File: src/rtl/llc_rst_flush_sequencer_if.sv
// Handshake and status bundle between the rst_tb command channel, the
// input decoder / LLC datapath and the reset/flush sequencer.
//   rst_tb_valid / rst_tb_is_flush / rst_tb_ready      : command channel
//   set_done                                           : datapath finished current set
//   rst_stall / flush_stall / rst_flush_stalled_set    : walk status to the decoder
//   rst_flush_done_valid / _is_flush / _ready          : completion response channel
//   busy                                               : sequencer not idle
// The "slave" modport is the sequencer; "master" is its environment.
interface llc_rst_flush_sequencer_if #(
    parameter int LLC_SET_BITS = 9
);
    logic                    rst_tb_valid;
    logic                    rst_tb_is_flush;
    logic                    rst_tb_ready;
    logic                    set_done;
    logic                    rst_stall;
    logic                    flush_stall;
    logic [LLC_SET_BITS-1:0] rst_flush_stalled_set;
    logic                    rst_flush_done_valid;
    logic                    rst_flush_done_is_flush;
    logic                    rst_flush_done_ready;
    logic                    busy;

    modport slave (
        input  rst_tb_valid, rst_tb_is_flush, set_done, rst_flush_done_ready,
        output rst_tb_ready, rst_stall, flush_stall, rst_flush_stalled_set,
               rst_flush_done_valid, rst_flush_done_is_flush, busy
    );

    modport master (
        output rst_tb_valid, rst_tb_is_flush, set_done, rst_flush_done_ready,
        input  rst_tb_ready, rst_stall, flush_stall, rst_flush_stalled_set,
               rst_flush_done_valid, rst_flush_done_is_flush, busy
    );
endinterface

File: src/rtl/llc_rst_flush_sequencer.sv
// Sequences an LLC reset or flush as a walk over all 2**LLC_SET_BITS sets.
// A command accepted in IDLE starts a walk at set 0; each set_done pulse
// advances one set; after the last set a completion response is held until
// the consumer accepts it.
// Ports:
//   clk  : clock, all state updates on posedge
//   rst  : asynchronous reset, active-low
//   bus  : llc_rst_flush_sequencer_if.slave (command, stall, done channels)
module llc_rst_flush_sequencer #(
    parameter int LLC_SET_BITS = 9
) (
    input  logic                            clk,
    input  logic                            rst,
    llc_rst_flush_sequencer_if.slave        bus
);

    typedef enum logic [1:0] {
        IDLE = 2'd0,
        WALK = 2'd1,
        DONE = 2'd2
    } state_t;

    state_t                  state;
    logic                    mode;     // 1 = flush, 0 = reset
    logic [LLC_SET_BITS-1:0] set_cnt;

    always_ff @(posedge clk or negedge rst) begin
        if (!rst) begin
            state   <= IDLE;
            mode    <= 1'b0;
            set_cnt <= '0;
        end else begin
            case (state)
                IDLE: begin
                    // set_done is deliberately ignored here, so a pulse
                    // coincident with the handshake cannot skip set 0.
                    if (bus.rst_tb_valid) begin
                        mode    <= bus.rst_tb_is_flush;
                        set_cnt <= '0;
                        state   <= WALK;
                    end
                end
                WALK: begin
                    if (bus.set_done) begin
                        // Modulo add: the last set wraps the counter back to 0.
                        set_cnt <= set_cnt + 1'b1;
                        if (set_cnt == {LLC_SET_BITS{1'b1}}) begin
                            state <= DONE;
                        end
                    end
                end
                DONE: begin
                    if (bus.rst_flush_done_ready) begin
                        state <= IDLE;
                    end
                end
                default: state <= IDLE;
            endcase
        end
    end

    // Outputs decode only registered state, so they are glitch-free and an
    // asynchronous reset clears the stalls immediately.
    assign bus.rst_tb_ready            = (state == IDLE);
    assign bus.rst_stall               = (state == WALK) && !mode;
    assign bus.flush_stall             = (state == WALK) &&  mode;
    assign bus.rst_flush_stalled_set   = (state == WALK) ? set_cnt : '0;
    assign bus.rst_flush_done_valid    = (state == DONE);
    assign bus.rst_flush_done_is_flush = (state == DONE) && mode;
    assign bus.busy                    = (state != IDLE);

endmodule

File: src/flat_wrapper.sv
// flat-port wrapper written by rule: the top's interface ports become plain ports
module llc_rst_flush_sequencer_flat 
#(
    parameter int LLC_SET_BITS = 9
)
  (clk, rst, bus_rst_tb_valid, bus_rst_tb_is_flush, bus_set_done, bus_rst_flush_done_ready, bus_rst_tb_ready, bus_rst_stall, bus_flush_stall, bus_rst_flush_stalled_set, bus_rst_flush_done_valid, bus_rst_flush_done_is_flush, bus_busy);
  llc_rst_flush_sequencer_if #(.LLC_SET_BITS(LLC_SET_BITS)) bus_i ();
  input  logic clk;
  input  logic rst;
  input wire logic [$bits(bus_i.rst_tb_valid)-1:0] bus_rst_tb_valid;
  input wire logic [$bits(bus_i.rst_tb_is_flush)-1:0] bus_rst_tb_is_flush;
  input wire logic [$bits(bus_i.set_done)-1:0] bus_set_done;
  input wire logic [$bits(bus_i.rst_flush_done_ready)-1:0] bus_rst_flush_done_ready;
  output wire logic [$bits(bus_i.rst_tb_ready)-1:0] bus_rst_tb_ready;
  output wire logic [$bits(bus_i.rst_stall)-1:0] bus_rst_stall;
  output wire logic [$bits(bus_i.flush_stall)-1:0] bus_flush_stall;
  output wire logic [$bits(bus_i.rst_flush_stalled_set)-1:0] bus_rst_flush_stalled_set;
  output wire logic [$bits(bus_i.rst_flush_done_valid)-1:0] bus_rst_flush_done_valid;
  output wire logic [$bits(bus_i.rst_flush_done_is_flush)-1:0] bus_rst_flush_done_is_flush;
  output wire logic [$bits(bus_i.busy)-1:0] bus_busy;
  assign bus_i.rst_tb_valid = bus_rst_tb_valid;
  assign bus_i.rst_tb_is_flush = bus_rst_tb_is_flush;
  assign bus_i.set_done = bus_set_done;
  assign bus_i.rst_flush_done_ready = bus_rst_flush_done_ready;
  assign bus_rst_tb_ready = bus_i.rst_tb_ready;
  assign bus_rst_stall = bus_i.rst_stall;
  assign bus_flush_stall = bus_i.flush_stall;
  assign bus_rst_flush_stalled_set = bus_i.rst_flush_stalled_set;
  assign bus_rst_flush_done_valid = bus_i.rst_flush_done_valid;
  assign bus_rst_flush_done_is_flush = bus_i.rst_flush_done_is_flush;
  assign bus_busy = bus_i.busy;
  llc_rst_flush_sequencer #(.LLC_SET_BITS(LLC_SET_BITS)) u_core (.clk(clk), .rst(rst), .bus(bus_i));
endmodule
File: config.mk
export PLATFORM = sky130hd
export DESIGN_NAME = llc_rst_flush_sequencer_flat
export DESIGN_NICKNAME = d
export VERILOG_FILES = /design/src/rtl/llc_rst_flush_sequencer_if.sv /design/src/rtl/llc_rst_flush_sequencer.sv /design/src/flat_wrapper.sv
export SDC_FILE = /design/constraint.sdc
export NUM_CORES = 1
export LEC_CHECK = 0
export BUFFER_PORTS_ARGS = -buffer_cell sky130_fd_sc_hd__buf_2
export CELL_PAD_IN_SITES_DETAIL_PLACEMENT = 0
export CELL_PAD_IN_SITES_GLOBAL_PLACEMENT = 1
export CORE_MARGIN = 2
export CORE_UTILIZATION = 36
export CTS_CLUSTER_SIZE = 10
export DETAILED_ROUTE_END_ITERATION = 16
export PLACE_DENSITY_LB_ADDON = 0.1
export SYNTH_ARGS = -nofsm -noshare
export SYNTH_HDL_FRONTEND = slang
export SYNTH_SLANG_ARGS = --single-unit
File: constraint.sdc
create_clock -name clk -period 1.9 [get_ports clk]
set_clock_uncertainty 0.1 [all_clocks]
set_input_delay 0.19 -clock clk [delete_from_list [all_inputs] [get_ports clk]]
set_output_delay 0.19 -clock clk [all_outputs]
set_load 0.01 [all_outputs]
* Word level (Yosys, flattened, before mapping)
Index checks and enable logic that the tools add are counted.
Cells by class: add/sub/neg operators 1, eq/ne operators 7, mux-type cells 9, reduce and logical (&&, ||, !) cells 10
Operators by type and width (number):
- 2-to-1 mux 9 bit | 3
- one-hot mux 9 bit (2 select lines) | 1
- adder 9 x 1 -> 9 bit (second input constant) | 1
- equality test 9 bit (second input constant) | 1
- 2-to-1 mux 2 bit | 4
- != test 2 bit (second input constant) | 3
- one-hot mux 2 bit (3 select lines) | 1
- AND reduction 4 bit | 1
- nonzero test 2 bit | 2
- logical AND 1 bit | 3
- AND reduction 3 bit | 1
- equality test 2 x 1 -> 1 bit (second input constant) | 1
- equality test 2 bit (second input constant) | 1
- zero test 2 bit | 1
- != test 2 x 1 -> 1 bit (second input constant) | 1
- AND reduction 2 bit | 1
- zero test 1 bit | 1
Storage, ports and cells: register bits after elaboration 12, input bits 6, output and inout bits 15, logic and storage cells 30

* Longest topological paths before layout
Gate-level depths: netlist (run 1).
depth after elaboration 4, depth in mapped cells 7, mapped depth without buffers 7

* Worst setup path after synthesis (run 1)
No wires, ideal clock.
path kind register to register, from reg u_core.state[1], to reg u_core.mode, setup time 0.125 ns, arrival time 1.265 ns, required time 1.675 ns, path slack 0.410 ns, cell stages (with the launch flop) 4, buffers on the path 1, clock period less this slack 1.490 ns, cell sequence dfrtp_1 clkbuf_1 or3b_2 mux2_2
Between the ends: cells in the longest elaborated chain, start to end 2
RTL lines:
- start, declared | line llc_rst_flush_sequencer.sv:23 | state_t state;
- start signal, assigned | line llc_rst_flush_sequencer.sv:29 | state <= IDLE;
- start signal, assigned | line llc_rst_flush_sequencer.sv:40 | state <= WALK;
- start signal, assigned | line llc_rst_flush_sequencer.sv:48 | state <= DONE;
- zero test 2 bit | line llc_rst_flush_sequencer.sv:33 | case (state)
- AND reduction 2 bit (no source line)
- end signal, assigned | line llc_rst_flush_sequencer.sv:38 | mode <= bus.rst_tb_is_flush;
- end, declared | line llc_rst_flush_sequencer.sv:24 | logic mode;
Every way passes these cells. A chain may end at the register's enable or synchronous reset.

* Worst setup path after layout (run 1)
from reg u_core.state[0], to out bus_rst_stall
Between the ends: cells in the longest elaborated chain, start to end 2
RTL lines:
- equality test 2 x 1 -> 1 bit | line llc_rst_flush_sequencer.sv:65 | assign bus.rst_stall = (state == WALK) && !mode;
- logical AND 1 bit | line llc_rst_flush_sequencer.sv:65
- end, declared | line flat_wrapper.sv:15 | output wire logic [$bits(bus_i.rst_stall)-1:0] bus_rst_stall;
Every way passes these cells.

==> impl_metrics.json, run 1 <==
{
  "areaGrowthSynthToFinish_pct": 24.5,
  "drive_gt1_share_pct": 29.3,
  "crit_fanout": 9,
  "wl_met1_um": 715,
  "coreArea_um2": 1780,
  "finalCritPeriodShare_pct": 88.9,
  "grt_usage_pct": 16.1,
  "final_design_area_no_fill_um2": 871,
  "vdd_ir_drop_max_mv": 0.472,
  "p_leak_nw": 0.418,
  "max_stage_delay_ns": 0.47,
  "antenna_found_initial": 0,
  "yosys_warnings": 0,
  "regToRegSetupSlack_ns": 0.31,
  "crit_path_end_kind": "primary output",
  "drtAntennaViolNets": 0,
  "row_count": 15,
  "clock_sinks": 12,
  "p_per_area_nw_per_um2": 916,
  "start_kind": "flop",
  "critPathSlowestCell": "dfrtp_1",
  "routed-wl-met3_um": 77,
  "crit_arrival_ns": 1.40,
  "hpwlAfterDp_um": 1180,
  "port_buffers": 20,
  "vias": 642,
  "fmax_ghz": 0.592,
  "worst_slew_pin_slew_ns": 0.475,
  "final_nets": 109,
  "numCtsBuffers": 3,
  "synth_ff_type": "dfrtp_1",
  "crit_type": "reg -> out",
  "wl_per_cell_um": 12.2,
  "yosys.area.top_type_share_pct": 42.9,
  "ys_async_sr_fraction_pct": 100,
  "worstPathRequired_ns": 1.61,
  "clk_pin_slew_worst_paths_ns": 0.07,
  "cts_tree": "built",
  "cts-root-buf": "clkbuf_4",
  "io_pins": 21,
  "drv_slew": 0,
  "drt-vias-per-instance": 5.18,
  "mappedNetlistArea_um2": 699,
  "antennaDiodeCount": 0,
  "cap_viol_max_count": 0,
  "routed_wl_um": 1510,
  "die_y_um": 48.1,
  "gp_congestion": 0.731,
  "synth_edf_count": 0,
  "synth_common_cells": "12 x and2_1, 12 x dfrtp_1, 7 x nand2_1",
  "grt_pass1_vias": 537,
  "initialDrtViolationCount": 17,
  "wl_met2_um": 688,
  "hold_violations": 0,
  "dieArea_um2": 2310,
  "synth_area_leaders": "dfrtp_1 43%, and2_1 11%, o31ai_1 4.3%",
  "start_util_pct": 39.2,
  "setup_viol": 0,
  "final-seq-area_um2": 300,
  "fp.dieW_um": 48.1,
  "power_w": 0.000798,
  "hold_path_class": "in -> reg",
  "multi_input_area_um2": 380,
  "path_common_cell": "nor2b_1",
  "grt_max_degree": 13,
  "finalCriticalPeriod_ns": 1.69,
  "synth_area_per_cell_um2": 9.33,
  "netlist_instances": 75,
  "gr-total-overflow": 0,
  "place_area_um2": 838,
  "synth_cell_types": 26,
  "tns_ns": 0,
  "h-tree-depth": 1,
  "insertion_delay_ns": 0.27,
  "slew_headroom_pct": 67.7,
  "path_cells": "nor2b_1 > buf_4 > nor2b_1 > buf_2",
  "cts_max_path_buffers": 2,
  "rsz0062_at_grt": "false",
  "drtPass1Iterations": 4,
  "highest_layer": "met4",
  "status": "completed",
  "ys_seq_elements": 12,
  "grt_pass1_wl_um": 2470,
  "drc": 0,
  "syn-num-nets": 83,
  "fillCellCount": 193,
  "yosysSeqAreaShare_pct": 42.9,
  "synth_top_area_cell": "dfrtp_1"
}
-- layout by cell type (no fill, tap or decap), types with 3 or more instances in the layout --
cell      netlist  final
inv_1           3      3
o31ai_1         4      4
nand3_1         3      3
clkbuf_4        0      3
or4_1           3      3
dfrtp_1        12     12
buf_2           0     20
nand2_1         7      7
and2_1         12     12
o21ai_0         5      5
a21oi_1         4      4
-- routing by layer --
metal | vias up | track usage (%)
met3 | 4 | 6.04
met2 | 18 | 24.0
met4 | 0 | 8.11
met5 | - | 0
li1 | 324 | -
met1 | 296 | 20.4
-- area by class of cell --
| class | instances | share of cell area (%) |
|---|---|---|
| Inverter | 3 | 1.29 |
| Timing Repair Buffer | 23 | 14.4 |
| Sequential cell | 12 | 34.5 |
| Multi-Input combinational cell | 58 | 43.7 |
| Clock buffer | 3 | 2.59 |
| Tap cell | 25 | 3.59 |
-- final timing paths --
path	from	to	depth (start not counted)
max	u_core.state[0]	bus_rst_stall	4
min	bus_rst_tb_is_flush	u_core.mode	2
max reg2reg	u_core.state[1]	u_core.set_cnt[5]	3
min reg2reg	u_core.set_cnt[0]	u_core.set_cnt[0]	1
max in group asynchronous	rst	u_core.set_cnt[8]	2
min in group asynchronous	rst	u_core.mode	2
-- worst max-delay path, delay by kind of cell, from the launching register on --
| kind | cells | cell delay [ns] |
|---|---|---|
| DFF | 1 | 0.47 |
| and+or+nand+nor | 2 | 0.34 |
| buffers and inverters | 2 | 0.31 |
-- sequential cells by signal, summed over array words and instances (netlist names) --
name and cells:
u_core.set_cnt 9, u_core.mode 1, u_core.state 2
-- repair_timing --
item | CTS | global route
hold buffers | 1 | 0
gates resized for setup | 0 | 0
endpoints found under the hold margin | 12 | 0
buffers inserted | 0 | 0
-- through the flow --
step / util [%] / instances / setup WS [ns] / hold WS [ns]
2_1_floorplan: - / 75 / 0.410 / -0.206
3_3_place_gp: 47.0 / 120 / 0.370 / -0.0127
3_5_place_dp: 47.0 / 120 / 0.349 / -0.0155
4_1_cts: 48.8 / 124 / 0.202 / 0.0446
5_1_grt: 48.8 / 124 / 0.0689 / 0.0477
6_report: 48.8 / 124 / 0.211 / 0.0428
-- power breakdown --
group,internal (W),switching (W),total (W)
Combinational,0.000130,0.000136,0.000266
Sequential,0.000311,0.0000686,0.000380
Clock,0.0000735,0.0000788,0.000152
-- cells by family (layout without fill, tap and decap cells) --
logic type | count (synthesis) | count (layout) | synth area share, %
buf+inv | 5 | 29 | 2.68
mux | 2 | 2 | 3.58
flops | 12 | 12 | 42.9
compound gates | 16 | 16 | 14.7
xor+xnor | 1 | 1 | 1.25
simple gates | 37 | 37 | 31.3
fa+ha+maj | 2 | 2 | 3.58
No activity file was read; power rests on OpenSTA's default activity.
==> run 2, diff against run 1 <==
--- a/config.mk
+++ b/config.mk
@@ -9,7 +9,8 @@
 export CELL_PAD_IN_SITES_DETAIL_PLACEMENT = 0
 export CELL_PAD_IN_SITES_GLOBAL_PLACEMENT = 1
 export CORE_MARGIN = 2
-export CORE_UTILIZATION = 36
+export CORE_UTILIZATION = 38
+export CTS_BUF_LIST = sky130_fd_sc_hd__clkbuf_4 sky130_fd_sc_hd__clkbuf_8
 export CTS_CLUSTER_SIZE = 10
 export DETAILED_ROUTE_END_ITERATION = 16
 export PLACE_DENSITY_LB_ADDON = 0.1
==> impl_metrics.json, run 2 (same netlist as run 1, synthesis figures left out) <==
{
  "grt_usage_pct": 18.4,
  "grt_pass1_wl_um": 2790,
  "worst_slew_pin_slew_ns": 0.446,
  "row_count": 15,
  "numCtsBuffers": 3,
  "die_y_um": 46.9,
  "finalCritPeriodShare_pct": 86.9,
  "clk_pin_slew_worst_paths_ns": 0.08,
  "antenna_found_initial": 0,
  "crit_fanout": 10,
  "place_inst": 120,
  "areaGrowthSynthToFinish_pct": 24.5,
  "cts_tree": "built",
  "p_per_area_nw_per_um2": 932,
  "initialDrtViolationCount": 1,
  "routed_wl_um": 1610,
  "gp_congestion": 0.789,
  "drtAntennaViolNets": 0,
  "status": "completed",
  "h-tree-depth": 1,
  "crit_path_end_kind": "primary output",
  "clock_sinks": 12,
  "grt_max_degree": 13,
  "rsz0062_at_grt": "false",
  "cts-root-buf": "clkbuf_4",
  "coreArea_um2": 1730,
  "p_leak_nw": 0.418,
  "top_register": "u_core.set_cnt",
  "insertion_delay_ns": 0.28,
  "vdd_ir_drop_max_mv": 0.594,
  "fin_cells": 124,
  "fin_util_pct": 50.4,
  "drive_gt1_share_pct": 29.3,
  "io_pins": 21,
  "setup_viol": 0,
  "mostFrequentLayoutCell": "buf_2",
  "finalCriticalPeriod_ns": 1.65,
  "drtPass1Iterations": 3,
  "fp.dieW_um": 46.9,
  "cts_max_path_buffers": 2,
  "worstPathRequired_ns": 1.61,
  "hold_path_class": "in -> reg",
  "hpwlAfterDp_um": 1200,
  "gr-total-overflow": 0,
  "crit_arrival_ns": 1.36,
  "grt_pass1_vias": 597,
  "hold_violations": 0,
  "largestRegisters": "u_core.set_cnt (9), u_core.state (2), u_core.mode (1)",
  "wl_per_cell_um": 13.0,
  "cap_viol_max_count": 0,
  "fmax_ghz": 0.606,
  "port_buffers": 20,
  "drc": 0,
  "slew_headroom_pct": 69.7,
  "vias": 639,
  "final_nets": 109,
  "antennaDiodeCount": 0,
  "final_cell_mix": "20 x buf_2, 12 x and2_1, 12 x dfrtp_1",
  "largest_reg_flops": 9,
  "drv_slew": 0,
  "crit_type": "reg -> out",
  "cts-resized-gates": 0,
  "drt-vias-per-instance": 5.15,
  "fillCellCount": 192,
  "tns_ns": 0,
  "start_util_pct": 40.5,
  "start_kind": "flop",
  "dieArea_um2": 2200
}
==> run 2: per-stage QoR <==
step           power [W]  cell area, µm²  worst slack (ns)  hold WS, ns
2_1_floorplan   0.000540             699             0.410       -0.206
3_3_place_gp    0.000653             838             0.358      -0.0108
3_5_place_dp    0.000657             838             0.365     -0.00907
4_1_cts         0.000822             871             0.231       0.0354
5_1_grt         0.000889             871             0.121       0.0290
6_report        0.000811             871             0.249       0.0397
==> run 2: cell type report <==
class	instances	area (µm²)	share of cell area (%)
clock buffer	3	22.5	2.59
inverter	3	11.3	1.29
multi-input combinational	58	380	43.7
sequential	12	300	34.5
tap	25	31.3	3.59
timing repair buffer	23	125	14.4
==> run 2: where the power goes <==
group	total, W	switching, W	leakage, nW	internal [W]
Sequential	0.000380	0.0000686	0.154	0.000311
Clock	0.000163	0.0000894	0.0138	0.0000735
Combinational	0.000269	0.000139	0.251	0.000130
Total	0.000811	0.000297	0.418	0.000514
==> run 2: critical path, cell delays in order (launching register included) <==
cell	delay [ns]
dfrtp_1	0.46
nor2b_1	0.20
buf_4	0.18
and2_1	0.12
buf_2	0.12
==> run 2: per-layer routing <==
layer | part of all wire (%) | up-vias | global-route usage (%)
li1 | - | 319 | -
met5 | 0 | - | 0
met2 | 48 | 18 | 29.6
met3 | 4.4 | 4 | 3.85
met1 | 46 | 298 | 24.3
met4 | 1.5 | 0 | 6.67
==> run 2: final timing paths <==
path                                     startpoint  slack (ns)  cells after the start                            to
max in group asynchronous                       rst        1.25                      2             u_core.set_cnt[8]
worst max register to register      u_core.state[1]        0.35                      3             u_core.set_cnt[7]
worst min register to register    u_core.set_cnt[8]        0.45                      2             u_core.set_cnt[8]
min in group asynchronous                       rst        0.22                      2             u_core.set_cnt[4]
worst min-delay path            bus_rst_tb_is_flush        0.04                      2                   u_core.mode
worst max-delay path                u_core.state[0]        0.25                      4  bus_rst_flush_stalled_set[2]
==> run 2: what timing repair did <==
item,4_1_cts,5_1_grt
endpoints found under the hold margin,12,0
hold buffers,1,0
buffers inserted,0,0
==> run 3, diff against run 2 <==
--- a/config.mk
+++ b/config.mk
@@ -14,6 +14,7 @@
 export CTS_CLUSTER_SIZE = 10
 export DETAILED_ROUTE_END_ITERATION = 16
 export PLACE_DENSITY_LB_ADDON = 0.1
+export SETUP_SLACK_MARGIN = 0.4
 export SYNTH_ARGS = -nofsm -noshare
 export SYNTH_HDL_FRONTEND = slang
 export SYNTH_SLANG_ARGS = --single-unit
==> impl_metrics.json, run 3 (same netlist as run 1, synthesis figures left out) <==
{
  "grt_pass1_wl_um": 3110,
  "row_count": 15,
  "h-tree-depth": 1,
  "grt_usage_pct": 20.6,
  "fp.dieW_um": 46.9,
  "drt-vias-per-instance": 5.08,
  "clkPwrFrac_pct": 16.4,
  "p_switching_w": 0.000350,
  "vdd_ir_drop_max_mv": 0.654,
  "worst_slew_pin_slew_ns": 0.304,
  "grt_max_degree": 13,
  "hold_path_class": "in -> reg",
  "hpwlAfterDp_um": 1200,
  "layout_setup_ws_ns": 0.292,
  "cts_tree": "built",
  "final_cell_mix": "16 x buf_4, 14 x buf_2, 11 x buf_6",
  "path_common_cell": "buf_6",
  "drc": 0,
  "largestRegisters": "u_core.set_cnt (9), u_core.state (2), u_core.mode (1)",
  "multi_input_area_um2": 445,
  "top_register": "u_core.set_cnt",
  "cap_viol_max_count": 0,
  "wl_per_cell_um": 14.0,
  "antennaDiodeCount": 0,
  "setup_viol": 0,
  "start_util_pct": 40.5,
  "place_inst": 120,
  "hold_violations": 0,
  "port_buffers": 20,
  "finalCriticalPeriod_ns": 1.61,
  "crit_arrival_ns": 1.68,
  "p_int_w": 0.000653,
  "p_per_area_nw_per_um2": 878,
  "slew_headroom_pct": 79.7,
  "routed_wl_um": 2020,
  "fmax_ghz": 0.622,
  "antenna_found_initial": 0,
  "start_kind": "flop",
  "finalCritPeriodShare_pct": 84.6,
  "dieArea_um2": 2200,
  "clock_sinks": 12,
  "coreArea_um2": 1730,
  "pwr-share-comb_pct": 45.6,
  "status": "completed",
  "crit_fanout": 4,
  "crit_path_end_kind": "flop",
  "drive_gt1_share_pct": 55.5,
  "path_cells": "buf_6 > buf_6 > or3b_4 > mux2_4",
  "clk_pin_slew_worst_paths_ns": 0.08,
  "largest_reg_flops": 9,
  "gp_congestion": 0.789,
  "p_seq_share_pct": 38.0,
  "rsz0062_at_grt": "true",
  "cts-root-buf": "clkbuf_4",
  "crit_type": "reg -> reg",
  "dp_slack_ns": 0.365,
  "drtPass1Iterations": 4,
  "grt_pass1_vias": 685,
  "gr-total-overflow": 0,
  "fillCellCount": 153,
  "io_pins": 21,
  "mostFrequentLayoutCell": "buf_4",
  "tns_ns": 0,
  "initialDrtViolationCount": 8,
  "drtAntennaViolNets": 0,
  "critPathSlowestCell": "dfrtp_2",
  "final-seq-area_um2": 304,
  "fin_cells": 144,
  "numCtsBuffers": 3,
  "die_y_um": 46.9,
  "insertion_delay_ns": 0.28,
  "areaGrowthSynthToFinish_pct": 63.3,
  "worstPathRequired_ns": 1.97,
  "cts_max_path_buffers": 2,
  "p_leak_nw": 0.548,
  "max_stage_delay_ns": 0.43,
  "swShare_pct": 34.9,
  "vias": 731,
  "drv_slew": 0,
  "final_nets": 129
}
==> run 3: changes by cell type in the layout (fill, tap and decap cells not counted), moves of 3 or more <==
cell,change
and2_1,-4
and2_4,+3
buf_2,-6
buf_4,+14
buf_6,+11
dfrtp_1,-3
dfrtp_2,+3
==> run 3: final cells by class <==
cell class                 count  share of cell area (%)
inverter                       3                   0.986
tap                           25                    2.74
clock buffer                   3                    1.97
timing repair buffer          43                    28.7
multi-input combinational     58                    39.0
sequential                    12                    26.6
==> run 3: critical path, delay by kind of cell (launching register included) <==
| family | cells | cell delay, ns |
|---|---|---|
| muxes | 1 | 0.31 |
| buffers and inverters | 2 | 0.24 |
| DFF | 1 | 0.43 |
| and+or+nand+nor | 1 | 0.42 |
==> run 3: layer usage <==
metal | vias up | global-route usage, % | share of wire [%]
met2 | 18 | 34.2 | 49
met3 | 4 | 3.85 | 3.6
met1 | 348 | 27.0 | 46
met5 | - | 0 | 0
li1 | 361 | - | -
met4 | 0 | 6.67 | 1.2
==> run 3: worst paths after layout <==
check,startpoint,to,slack (ns),cells after the start
max,u_core.state[0],u_core.mode,0.29,4
max reg2reg,u_core.state[0],u_core.mode,0.29,4
min in group asynchronous,rst,u_core.set_cnt[6],0.22,2
min,bus_rst_tb_is_flush,u_core.mode,0.04,2
max in group asynchronous,rst,u_core.state[1],1.23,2
min reg2reg,u_core.set_cnt[4],u_core.set_cnt[4],0.44,1
==> run 3: timing repair <==
| action | CTS | global route |
|---|---|---|
| cloned | 1 | 0 |
| hold endpoints to repair | 12 | 0 |
| gates resized for setup | 13 | 24 |
| hold buffers | 1 | 0 |
| pin swaps | 5 | 3 |
| buffers inserted | 12 | 7 |
| endpoints found under the setup margin | 19 | 25 |
==> run 3: per-stage QoR <==
step / power (W) / utilization (%) / instance area (µm²) / hold WS (ns)
finish: 0.00100 / 66.2 / 1140 / 0.0394
global route: 0.00107 / 66.2 / 1140 / 0.0355
CTS: 0.000889 / 58.0 / 1000 / 0.0354
detailed placement: 0.000657 / 48.6 / 838 / -0.00907
global placement: 0.000653 / 48.6 / 838 / -0.0108
floorplan: 0.000540 / - / 699 / -0.206
==> run 3: power groups by stage <==
stage	combinational, W	sequential (W)	clock (W)
global route	0.000499	0.000392	0.000183
detailed placement	0.000273	0.000384	0
finish	0.000457	0.000381	0.000165
CTS	0.000346	0.000375	0.000168
global placement	0.000269	0.000384	0
floorplan	0.000176	0.000364	0
